## src/rtl/bpr_line_sequencer.sv

```systemverilog
// Bad-pixel-replacer line sequencer: slides a 3-pixel window along each raster
//   line and feeds the left/right neighbours of the centre pixel to the averager.
// Ports: clk/srst; cfg_width (pixels per line, sampled on SOF); s_* input stream;
//   m_* output stream; avg_* averager handshake; err_line_len sticky length error.
// Latency 2 cycles from the right neighbour's accept; backpressure on m_tready
//   stalls the whole pipeline, including the averager through avg_cen.
module bpr_line_sequencer #(
  parameter int PIX_W = 15,
  parameter int CNT_W = 12
) (
  input  logic             clk,
  input  logic             srst,
  input  logic [CNT_W-1:0] cfg_width,
  input  logic [PIX_W-1:0] s_tdata,
  input  logic             s_tvalid,
  output logic             s_tready,
  input  logic             s_tuser,
  input  logic             s_tlast,
  output logic [PIX_W-1:0] m_tdata,
  output logic             m_tvalid,
  input  logic             m_tready,
  output logic             m_tuser,
  output logic             m_tlast,
  output logic             avg_cen,
  output logic [PIX_W-1:0] avg_pix_in_0,
  output logic [PIX_W-1:0] avg_pix_in_1,
  input  logic [PIX_W-1:0] avg_pix_out,
  output logic             err_line_len
);

  localparam int GOOD = PIX_W - 1;

  typedef enum logic [1:0] {IDLE, HOLD1, RUN, FLUSH} state_t;

  state_t           state;
  logic [PIX_W-1:0] l_pix, c_pix, b_pix;
  logic             l_vld, c_sof;
  logic             b_vld, b_sof, b_eol;
  logic [CNT_W-1:0] cnt, width_q;

  logic             adv, acc, emit, mid_line, sof_abort;
  logic [CNT_W-1:0] cnt_nxt, width_eff;

  assign adv      = !m_tvalid || m_tready;
  assign mid_line = (state == HOLD1) || (state == RUN);
  // An SOF inside a line closes the partial line; the SOF beat waits for IDLE.
  assign sof_abort = s_tvalid && s_tuser && mid_line;
  assign s_tready  = !srst && adv && (state != FLUSH) && !(s_tuser && mid_line);
  assign acc       = s_tvalid && s_tready;

  // A centre pixel leaves the window when its right neighbour arrives, or in
  // FLUSH when the line has ended and the right neighbour is absent.
  assign emit    = !srst && adv && ((acc && mid_line) || (state == FLUSH));
  assign avg_cen = emit;
  assign avg_pix_in_0 = (emit && l_vld) ? l_pix : '0;
  assign avg_pix_in_1 = (emit && state != FLUSH) ? s_tdata : '0;

  assign cnt_nxt   = (state == IDLE) ? CNT_W'(1) : cnt + CNT_W'(1);
  // The SOF beat of a one-pixel line must compare against the width it carries.
  assign width_eff = s_tuser ? cfg_width : width_q;

  always_ff @(posedge clk) begin
    if (srst) begin
      state        <= IDLE;
      l_pix        <= '0;
      c_pix        <= '0;
      l_vld        <= 1'b0;
      c_sof        <= 1'b0;
      b_vld        <= 1'b0;
      b_pix        <= '0;
      b_sof        <= 1'b0;
      b_eol        <= 1'b0;
      cnt          <= '0;
      width_q      <= '0;
      err_line_len <= 1'b0;
      m_tvalid     <= 1'b0;
      m_tdata      <= '0;
      m_tuser      <= 1'b0;
      m_tlast      <= 1'b0;
    end else begin
      if (acc && s_tuser) width_q <= cfg_width;
      if ((acc && s_tlast && cnt_nxt != width_eff) || sof_abort)
        err_line_len <= 1'b1;

      case (state)
        IDLE: begin
          if (acc) begin
            c_pix <= s_tdata;
            c_sof <= s_tuser;
            l_vld <= 1'b0;
            cnt   <= cnt_nxt;
            state <= s_tlast ? FLUSH : HOLD1;
          end
        end
        HOLD1, RUN: begin
          if (acc) begin
            l_pix <= c_pix;
            l_vld <= 1'b1;
            c_pix <= s_tdata;
            c_sof <= s_tuser;
            cnt   <= cnt_nxt;
            state <= s_tlast ? FLUSH : RUN;
          end else if (sof_abort && adv) begin
            state <= FLUSH;
          end
        end
        FLUSH: begin
          if (adv) begin
            l_vld <= 1'b0;
            state <= IDLE;
          end
        end
        default: state <= IDLE;
      endcase

      // Stage B and the output register move together so that the averager
      // result (one cycle behind avg_cen) always belongs to stage B.
      if (adv) begin
        b_vld    <= emit;
        b_pix    <= c_pix;
        b_sof    <= c_sof;
        b_eol    <= (state == FLUSH);
        m_tvalid <= b_vld;
        if (b_vld) begin
          m_tdata <= b_pix[GOOD] ? b_pix : avg_pix_out;
          m_tuser <= b_sof;
          m_tlast <= b_eol;
        end
      end
    end
  end

endmodule
```

## config.mk

```make
export PLATFORM = sky130hd
export DESIGN_NAME = bpr_line_sequencer
export DESIGN_NICKNAME = d
export VERILOG_FILES = /design/src/rtl/bpr_line_sequencer.sv
export SDC_FILE = /design/constraint.sdc
export NUM_CORES = 1
export LEC_CHECK = 0
export ABC_AREA = 1
export CORE_MARGIN = 2
export CORE_UTILIZATION = 25
export CTS_CLUSTER_SIZE = 8
export DETAILED_ROUTE_END_ITERATION = 8
export GPL_ROUTABILITY_DRIVEN = 0
export PLACE_DENSITY_LB_ADDON = 0.15
export SYNTH_ARGS = -nofsm -noshare
export SYNTH_HDL_FRONTEND = slang
export SYNTH_SLANG_ARGS = --single-unit
```

## constraint.sdc

```tcl
create_clock -name clk -period 1.94 [get_ports clk]
set_input_delay 0.388 -clock clk [delete_from_list [all_inputs] [get_ports clk]]
set_output_delay 0.388 -clock clk [all_outputs]
set_load 0.03 [all_outputs]
```

==> impl_metrics.py, run 1 <==
metrics = {
    "run_status": {
        "status": "complete, but fails checks",
        "violations": "setup timing",
    },
    "timing": {
        "hold_viol": 0,
        "worst_pin_slew_ps": 726,
        "rsz0062_at_grt": "yes",
        "whs_ps": 460,
        "slew_headroom_pct": 51.6,
        "clock.fmax_mhz": 398,
        "timing.final.crit_period_ps": 2520,
        "skew_ps": 7.74,
        "slew_viol_final": 0,
        "setup_viol": 34,
        "finalCritPeriodShare_pct": 130,
        "setup_ws_ps": -575,
    },
    "clock_network": {
        "clock_sinks": 95,
        "cts_max_level": 3,
        "cts_buffer_depth": 2,
        "cts.clk_slew.worst_paths_ps": 70,
        "cts_hold_buf": 0,
        "cts_buffers": 9,
        "clk_latency_ps": 350,
        "root_buffer": "clkbuf_16",
        "cts_tree": "done",
    },
    "placed_design": {
        "numPortBuffers": 98,
        "dp_worst_setup_slack_ps": -668,
        "dp_hpwl_um": 9030,
        "dp.cells": 931,
    },
    "cells_and_area": {
        "syn_to_final_growth_pct": 41.3,
        "seq_area_mm2": 0.00191,
        "final_cells": 950,
        "drive_gt1_share_pct": 16.6,
        "fillers": 1805,
        "antenna_cells": 0,
        "utilization_pct": 36.1,
        "multi_input_area_mm2": 0.00215,
        "nets": 771,
    },
    "worst_setup_path": {
        "crit_path_end_kind": "output port",
        "critPathKind": "flop to output port",
        "reg2reg_setup_slack_ps": -70,
        "arrival_ps": 2130,
        "path_max_fanout": 8,
        "crit_path_start_kind": "flop",
        "r2r_start": "state[0]",
        "required_ps": 1550,
        "crit_path_start": "state[0]",
        "timing.rr.end": "state[1]",
        "ff2ff_path_depth": 12,
    },
    "power_and_ir_drop": {
        "ir_drop_v": 0.000496,
        "p_seq_share_pct": 36.8,
        "leakage_nw": 2.48,
        "switchingPower_mw": 2.46,
        "total_power_mw": 6.81,
        "clockPowerShare_pct": 28.1,
        "p_sw_share_pct": 36.1,
        "combinationalPowerShare_pct": 35.1,
        "intPower_mw": 4.35,
        "powerDensity_mw_per_mm2": 1100,
    },
    "yosys": {
        "ys_types": 35,
        "synthesis.instances": 622,
        "yosys.area.top_type": "dfxtp_1",
        "synth-edff-count": 0,
        "ys_warn_count": 0,
        "synth_nets": 673,
        "synth.avg_cell_area_um2": 7.07,
        "syn_area_mm2": 0.00440,
        "synthArstFlopShare_pct": 0,
        "yosysTopAreaCellShare_pct": 43.2,
        "ys_ff_latch": 95,
        "ys_seq_area_share_pct": 43.2,
        "synth_area_leaders": "dfxtp_1 (43%), o21ai_0 (9.9%), inv_1 (8.0%), nand2_1 (8.0%), a21oi_1 (6.6%)",
        "synth_ff_type": "dfxtp_1",
    },
    "min_path": {
        "worstHoldPathType": "flop to flop",
        "hold_path_depth": 2,
        "min_to": "width_q[4]",
        "holdCritStartpoint": "width_q[4]",
    },
    "drt": {
        "antenna_left": 0,
        "drtPass1Iterations": 4,
        "wl_per_cell_um": 13.3,
        "wirelength_um": 12600,
        "drcViolationCount": 0,
        "vias": 4260,
        "drt-initial-drc-count": 211,
        "viasPerCell": 4.48,
    },
    "floorplan": {
        "die_h_um": 137,
        "core_area_mm2": 0.0172,
        "die_area_mm2": 0.0187,
        "num_rows": 48,
        "start_util_pct": 25.5,
        "die_w_um": 137,
        "io_pins": 99,
    },
    "global_route": {
        "grt_max_degree": 78,
        "grt_pass1_wl_um": 20200,
        "antenna_found_initial": 0,
        "grt_overflow": 0,
        "first_global_vias": 4007,
        "grt.total_usage_pct": 13.9,
    },
    "flow_run": {
        "maxCapViolCount": 0,
    },
}
==> worst max-delay path, stage by stage (launching register included) <==
cell and delay (ps):
dfxtp_2 350, inv_2 50, ha_4 240, nand2_4 60, inv_2 40, nor3_4 200, nand2_4 80, nor2_4 110
inv_4 40, o21ai_4 140, nand2_8 170, nor2_4 150, buf_6 130
==> what timing repair did <==
item | CTS | global route
setup buffers | 3 | 2
gates resized for setup | 21 | 20
setup endpoints to repair | 47 | 74
pin swaps | 2 | 6
cloned | 1 | 0
==> state kept, by name (all words and copies together), names as in the netlist, 2 cells and up <==
register	flops
state	2
cnt	12
b_pix	15
c_pix	15
l_pix	15
width_q	12
m_tdata	15
==> per-stage QoR <==
stage | area, um2 | setup TNS (ps)
2_1_floorplan | 4540 | -11970
3_3_place_gp | 5730 | -30360
3_5_place_dp | 5730 | -34180
4_1_cts | 6160 | -16110
5_1_grt | 6220 | -21460
6_report | 6220 | -15620
==> synth_stat cells, types with 3 or more instances <==
cell type,count
dfxtp_1,95
inv_1,94
nand2_1,94
o21ai_0,87
a21oi_1,58
nor2_1,46
nand3_1,40
clkbuf_1,20
a31oi_1,14
nor2_2,11
buf_2,9
nand4_1,9
a211oi_1,4
buf_6,3
ha_1,3
nand2_2,3
nand2_4,3
o22ai_1,3
xor2_1,3
==> how the worst max path moves through the flow <==
stage | endpoint | cells after the start | slack, ps
finish | avg_pix_in_0[9] | 12 | -580
global route | avg_pix_in_0[9] | 12 | -700
CTS | avg_pix_in_0[1] | 12 | -580
detailed placement | avg_pix_in_0[2] | 12 | -670
global placement | avg_pix_in_0[10] | 12 | -620
floorplan | avg_pix_in_0[10] | 12 | -500
==> final cells by class <==
cell class                      count  area share, %
Tap cell                          225           4.53
Inverter                           99           6.14
Multi-Input combinational cell    394           34.6
Clock buffer                       11           4.06
Sequential cell                    95           30.7
Clock inverter                      5           1.13
Timing Repair Buffer              121           18.8
==> cell usage in the layout, fill, tap and decap left out, types with 5 or more instances in the layout <==
master / count
a21oi_1: 58
o21ai_1: 6
dfxtp_2: 5
dfxtp_1: 90
nor2_1: 34
buf_6: 16
o21ai_0: 83
clkdlybuf4s50_1: 64
a31oi_1: 14
nand2_1: 93
clkbuf_16: 9
inv_1: 90
nor2_4: 21
buf_4: 36
nand4_1: 9
nand3_1: 40
==> power by group through the flow <==
stage	clock, mW	combinational, mW	sequential, mW
2_1_floorplan	0	1.25	2.71
3_3_place_gp	0	2.29	2.53
3_5_place_dp	0	2.32	2.54
4_1_cts	1.98	2.38	2.50
5_1_grt	2.06	2.64	2.55
6_report	1.92	2.39	2.50
==> layer usage <==
layer | wire length [um] | global-route usage, %
met1 | 5660 | 17.3
met2 | 6190 | 23.6
met4 | 137 | 3.65
met3 | 625 | 3.48
met5 | 0 | 0
==> kinds of logic (layout without fill, tap and decap cells) <==
kind of cell	Yosys count	in the layout	share of synthesized area [%]
AOI/OAI and AO/OA	176	176	21.4
xor gates and xnor gates	4	4	0.796
adders and majority gates	3	3	0.853
buffers and inverters	134	236	12.3
DFF	95	95	43.2
and+or+nand+nor	210	211	21.5
Note: power is estimated with default switching activity, not from simulation.
==> inputs of run 2 (changes only) <==
--- a/config.mk
+++ b/config.mk
@@ -6,7 +6,7 @@
 export NUM_CORES = 1
 export LEC_CHECK = 0
 export ABC_AREA = 1
-export CORE_MARGIN = 2
+export CORE_MARGIN = 10
 export CORE_UTILIZATION = 25
 export CTS_CLUSTER_SIZE = 8
 export DETAILED_ROUTE_END_ITERATION = 8
==> run 2 against run 1 <==
  * The flow still finishes with violations (setup timing)
  * Wire length is 5.8% higher
  * Sequential cell count unchanged
  * Global-route usage fell by 2.3 points
  * Clock power about the same
  * Final area is 2.8% higher
  * Combinational power grew 8%
  * Non-clock buffer count rose by 8
  * Critical path type unchanged
  * Highest routed layer unchanged
==> impl_metrics.py, run 2 (synthesis gave the netlist of run 1 again) <==
metrics = {
    "min_path": {
        "worstHoldPathType": "flop to flop",
    },
    "placed_design": {
        "numPortBuffers": 98,
        "dp_worst_setup_slack_ps": -638,
        "dp_hpwl_um": 9770,
    },
    "worst_setup_path": {
        "crit_path_start_kind": "flop",
        "path_cells": "inv_2 -> ha_4 -> nand2_4 -> inv_2 -> nor3_4 -> nand2_4 -> nor2_4 -> inv_4 -> o21ai_4 -> nand2_8 -> nor2_2 -> buf_6",
        "required_ps": 1550,
        "crit_family": "simple AND/OR/NAND/NOR gates",
        "arrival_ps": 2060,
        "path_max_fanout": 15,
        "critPathKind": "flop to output port",
        "path_buf_inv": 4,
        "max_stage_delay_ps": 340,
        "crit_path_end_kind": "output port",
        "critPathSlowestCell": "dfxtp_2",
    },
    "floorplan": {
        "num_rows": 48,
        "die_h_um": 153,
        "io_pins": 99,
        "die_w_um": 153,
        "start_util_pct": 25.4,
        "core_area_mm2": 0.0173,
        "die_area_mm2": 0.0233,
    },
    "clock_network": {
        "cts_max_level": 3,
        "cts_buffers": 9,
        "cts_tree": "done",
        "cts_hold_buf": 0,
        "cts.clk_slew.worst_paths_ps": 70,
        "clock_sinks": 95,
        "root_buffer": "clkbuf_16",
        "cts_buffer_depth": 2,
        "clk_latency_ps": 350,
    },
    "power_and_ir_drop": {
        "leakage_nw": 2.55,
        "clockPowerShare_pct": 27.7,
        "switchingPower_mw": 2.49,
        "p_seq_share_pct": 35.6,
        "p_sw_share_pct": 35.4,
        "intPower_mw": 4.55,
        "combinationalPowerShare_pct": 36.7,
        "ir_drop_v": 0.000449,
        "powerDensity_mw_per_mm2": 1100,
    },
    "drt": {
        "drtPass1Iterations": 4,
        "vias": 4344,
        "wl_per_cell_um": 13.9,
        "viasPerCell": 4.54,
        "drt-initial-drc-count": 187,
        "antenna_left": 0,
        "drcViolationCount": 0,
        "wirelength_um": 13300,
    },
    "run_status": {
        "status": "complete, but fails checks",
        "violations": "setup timing",
    },
    "timing": {
        "timing.final.crit_period_ps": 2450,
        "hold_viol": 0,
        "rsz0062_at_grt": "yes",
        "finalCritPeriodShare_pct": 126,
        "setup_ws_ps": -513,
        "setup_tns_ps": -14510,
        "skew_ps": 5.83,
        "worst_pin_slew_ps": 707,
        "setup_viol": 33,
        "slew_headroom_pct": 52.8,
        "clock.fmax_mhz": 408,
        "slew_viol_final": 0,
    },
    "cells_and_area": {
        "drive_gt1_share_pct": 18.2,
        "final_cell_mix": "nand2_1 (93), dfxtp_1 (92), inv_1 (90)",
        "final_common_cell": "nand2_1",
        "syn_to_final_growth_pct": 45.3,
        "antenna_cells": 0,
        "fillers": 1803,
        "nets": 778,
        "multi_input_area_mm2": 0.00218,
        "seq_area_mm2": 0.00191,
    },
    "global_route": {
        "grt_pass1_wl_um": 22400,
        "first_global_vias": 4424,
        "grt_max_degree": 78,
        "grt_overflow": 0,
        "antenna_found_initial": 0,
        "grt.total_usage_pct": 11.5,
    },
    "flow_run": {
        "maxCapViolCount": 0,
    },
}
[run 2: power by group through the flow]
stage | Combinational [mW] | Sequential (mW) | Clock, mW
floorplan | 1.25 | 2.71 | 0
global placement | 2.36 | 2.54 | 0
detailed placement | 2.39 | 2.54 | 0
CTS | 2.60 | 2.50 | 2.01
global route | 2.84 | 2.55 | 2.09
finish | 2.58 | 2.50 | 1.95
[run 2: repair_timing]
item	4_1_cts	5_1_grt
endpoints found under the hold margin	0	0
pin swaps	2	2
resized for setup	60	17
endpoints found under the setup margin	40	74
gates cloned	1	0
buffers inserted	8	5
[run 2: worst paths after layout]
kind	from	to	slack, ps	cells after the start
worst max-delay path	state[1]	avg_pix_in_0[0]	-510	12
worst min-delay path	width_q[8]	width_q[8]	460	2
worst max register to register	state[0]	state[1]	-40	12
worst min register to register	width_q[8]	width_q[8]	460	2
[run 2: through the flow]
stage               power [mW]  hold WS, ps  util, %  instances  instance area [um2]
floorplan                 3.96          425        -        622                 4540
global placement          4.90          444     33.3        933                 5760
detailed placement        4.93          451     33.3        933                 5760
CTS                       7.12          461     36.9        957                 6380
global route              7.48          474     37.0        957                 6390
finish                    7.04          459     37.0        957                 6390
[run 2: worst register-to-register path, delay by kind of cell (launching register included)]
family                     cells  cell delay, ps
buffers and inverters          4             530
DFF                            1             350
adders and majority gates      1             270
and+or+nand+nor                4             290
AOI/OAI and AO/OA              3             410
[run 2: final cells by class]
| class | instances | area share [%] |
|---|---|---|
| multi-input combinational | 393 | 34.1 |
| sequential | 95 | 29.8 |
| timing repair buffer | 129 | 20.6 |
| inverter | 99 | 5.97 |
| tap | 225 | 4.40 |
| clock buffer | 9 | 3.52 |
| clock inverter | 7 | 1.60 |
[run 2: metal layers]
metal | global-route usage, % | up-vias | share of wire, %
li1 | - | 2240 | -
met1 | 13.2 | 2010 | 45
met2 | 19.9 | 80 | 49
met3 | 3.73 | 14 | 4.9
met4 | 3.50 | 0 | 1.5
met5 | 0 | - | 0
==> inputs of run 3 (changes only) <==
--- a/config.mk
+++ b/config.mk
@@ -7,7 +7,8 @@
 export LEC_CHECK = 0
 export ABC_AREA = 1
 export CORE_MARGIN = 10
-export CORE_UTILIZATION = 25
+export CORE_UTILIZATION = 47
+export CTS_BUF_LIST = sky130_fd_sc_hd__clkbuf_2
 export CTS_CLUSTER_SIZE = 8
 export DETAILED_ROUTE_END_ITERATION = 8
 export GPL_ROUTABILITY_DRIVEN = 0
==> run 3 against run 2 <==
  * The flow still finishes with violations (setup timing)
  * Clock power down 50%
  * Hold slack worse by 140 ps
  * Clock skew up 40 ps
  * Combinational power down 2%
  * Critical path depth up 1
==> impl_metrics.py, run 3 (synthesis gave the netlist of run 1 again) <==
metrics = {
    "timing": {
        "rsz0062_at_grt": "yes",
        "slew_viol_final": 0,
        "slew_headroom_pct": 54.6,
        "worst_pin_slew_ps": 681,
        "setup_viol": 32,
        "setup_tns_ps": -22720,
        "finalCritPeriodShare_pct": 140,
        "hold_viol": 0,
        "setup_ws_ps": -782,
        "timing.final.crit_period_ps": 2720,
        "whs_ps": 315,
        "clock.fmax_mhz": 367,
        "skew_ps": 46.3,
    },
    "clock_network": {
        "cts_buffer_depth": 2,
        "clk_latency_ps": 590,
        "cts_max_level": 3,
        "clock_sinks": 95,
        "cts.clk_slew.worst_paths_ps": 310,
        "cts_tree": "done",
        "cts_hold_buf": 0,
        "root_buffer": "clkbuf_2",
        "cts_buffers": 9,
    },
    "min_path": {
        "worstHoldPathType": "input pin to flop",
        "min_to": "m_tdata[10]",
        "hold_path_depth": 3,
        "holdCritStartpoint": "avg_pix_out[10]",
    },
    "worst_setup_path": {
        "reg2reg_setup_slack_ps": 20,
        "crit_path_start_kind": "flop",
        "timing.rr.end": "state[0]",
        "path_common_cell": "nand2_4",
        "r2r_start": "state[1]",
        "path_cells": "inv_2 -> ha_4 -> nand2_4 -> inv_2 -> nor3_4 -> nand2_4 -> nor2_4 -> inv_4 -> o21ai_4 -> nand2_4 -> buf_12 -> nor2_4 -> buf_6",
        "crit_path_end_kind": "output port",
        "ff2ff_path_depth": 13,
        "critPathSlowestCell": "dfxtp_2",
        "arrival_ps": 2330,
        "required_ps": 1550,
        "max_stage_delay_ps": 400,
        "path_buf_inv": 5,
        "critPathKind": "flop to output port",
        "path_max_fanout": 7,
        "crit_family": "simple AND/OR/NAND/NOR gates",
    },
    "floorplan": {
        "die_area_mm2": 0.0136,
        "num_rows": 35,
        "die_w_um": 117,
        "core_area_mm2": 0.00920,
        "io_pins": 99,
        "die_h_um": 117,
        "start_util_pct": 47.9,
    },
    "drt": {
        "vias": 4379,
        "route.met2.wl_um": 5390,
        "wl_met3_um": 920,
        "wirelength_um": 12400,
        "drt-initial-drc-count": 307,
        "viasPerCell": 5.18,
        "drcViolationCount": 0,
        "met1Wirelength_um": 5980,
        "drtPass1Iterations": 6,
        "antenna_left": 0,
        "wl_per_cell_um": 14.7,
        "top_layer": "met4",
    },
    "placed_design": {
        "dp_hpwl_um": 8640,
        "numPortBuffers": 98,
    },
    "global_route": {
        "grt.total_usage_pct": 18.1,
        "grt_pass1_wl_um": 20000,
        "antenna_found_initial": 1,
        "first_global_vias": 4109,
        "grt_max_degree": 78,
        "grt_overflow": 0,
    },
    "run_status": {
        "violations": "setup timing",
        "status": "complete, but fails checks",
    },
    "cells_and_area": {
        "drive_gt1_share_pct": 18.5,
        "final_cell_mix": "nand2_1 (92), inv_1 (91), dfxtp_1 (89)",
        "nets": 780,
        "utilization_pct": 66.1,
        "final_common_cell": "nand2_1",
        "syn_to_final_growth_pct": 38.2,
    },
    "flow_run": {
        "maxCapViolCount": 0,
    },
    "power_and_ir_drop": {
        "ir_drop_v": 0.000492,
        "total_power_mw": 5.99,
        "powerDensity_mw_per_mm2": 985,
        "leakage_nw": 2.59,
    },
}
-- run 3: changes by cell type in the layout (fill, tap and decap cells not counted), moves of 4 or more --
cell and delta:
buf_4 +14, clkbuf_16 -8, clkbuf_2 +9, buf_6 -21, dlygate4sd2_1 +17, clkdlybuf4s50_1 -16
o21ai_1 -4, nor2_1 +8, nor2_4 -5, buf_12 +5
-- run 3: final cells by class --
class	count	area, um2
well taps	111	139
clock inverters	7	73.8
repair buffers	131	1380
flip-flops and latches	95	1910
diodes	1	2.50
inverters	99	384
clock buffers	9	45.0
multi-input cells	393	2150
fillers	808	3110
-- run 3: repair_timing --
| action | 4_1_cts | 5_1_grt |
|---|---|---|
| resized for setup | 45 | 19 |
| cloned | 3 | 1 |
| buffers inserted | 5 | 6 |
| pin swaps | 6 | 5 |
| endpoints found under the setup margin | 65 | 67 |
-- run 3: worst max path at each step --
stage	endpoint	from	cells after the start
3_5_place_dp	avg_pix_in_0[10]	m_tready	13
6_report	avg_pix_in_0[4]	state[1]	13
4_1_cts	avg_pix_in_0[1]	state[1]	13
5_1_grt	avg_pix_in_0[4]	state[1]	13
2_1_floorplan	avg_pix_in_0[10]	state[1]	12
3_3_place_gp	avg_pix_in_0[10]	m_tready	13
-- run 3: power by group --
part	switching (mW)	internal, mW
Combinational	1.50	1.03
Clock	0.764	0.213
Sequential	0.182	2.31
Total	2.44	3.55
-- run 3: worst min-delay path: stages --
cell             delay [ps]
clkdlybuf4s50_1         390
nand2_1                  60
a31oi_1                  70
-- run 3: metal layers --
layer	vias to the layer above	track usage, %
met2	135	25.9
met4	0	5.77
met5	-	0
met3	9	5.03
met1	1993	25.5
li1	2242	-
-- run 3: metrics by stage --
stage / instance area [um2] / std cells / worst slack, ps
2_1_floorplan: 4540 / 622 / -503
3_3_place_gp: 5670 / 817 / -586
3_5_place_dp: 5670 / 817 / -617
4_1_cts: 5990 / 841 / -847
5_1_grt: 6080 / 846 / -944
6_report: 6080 / 846 / -782
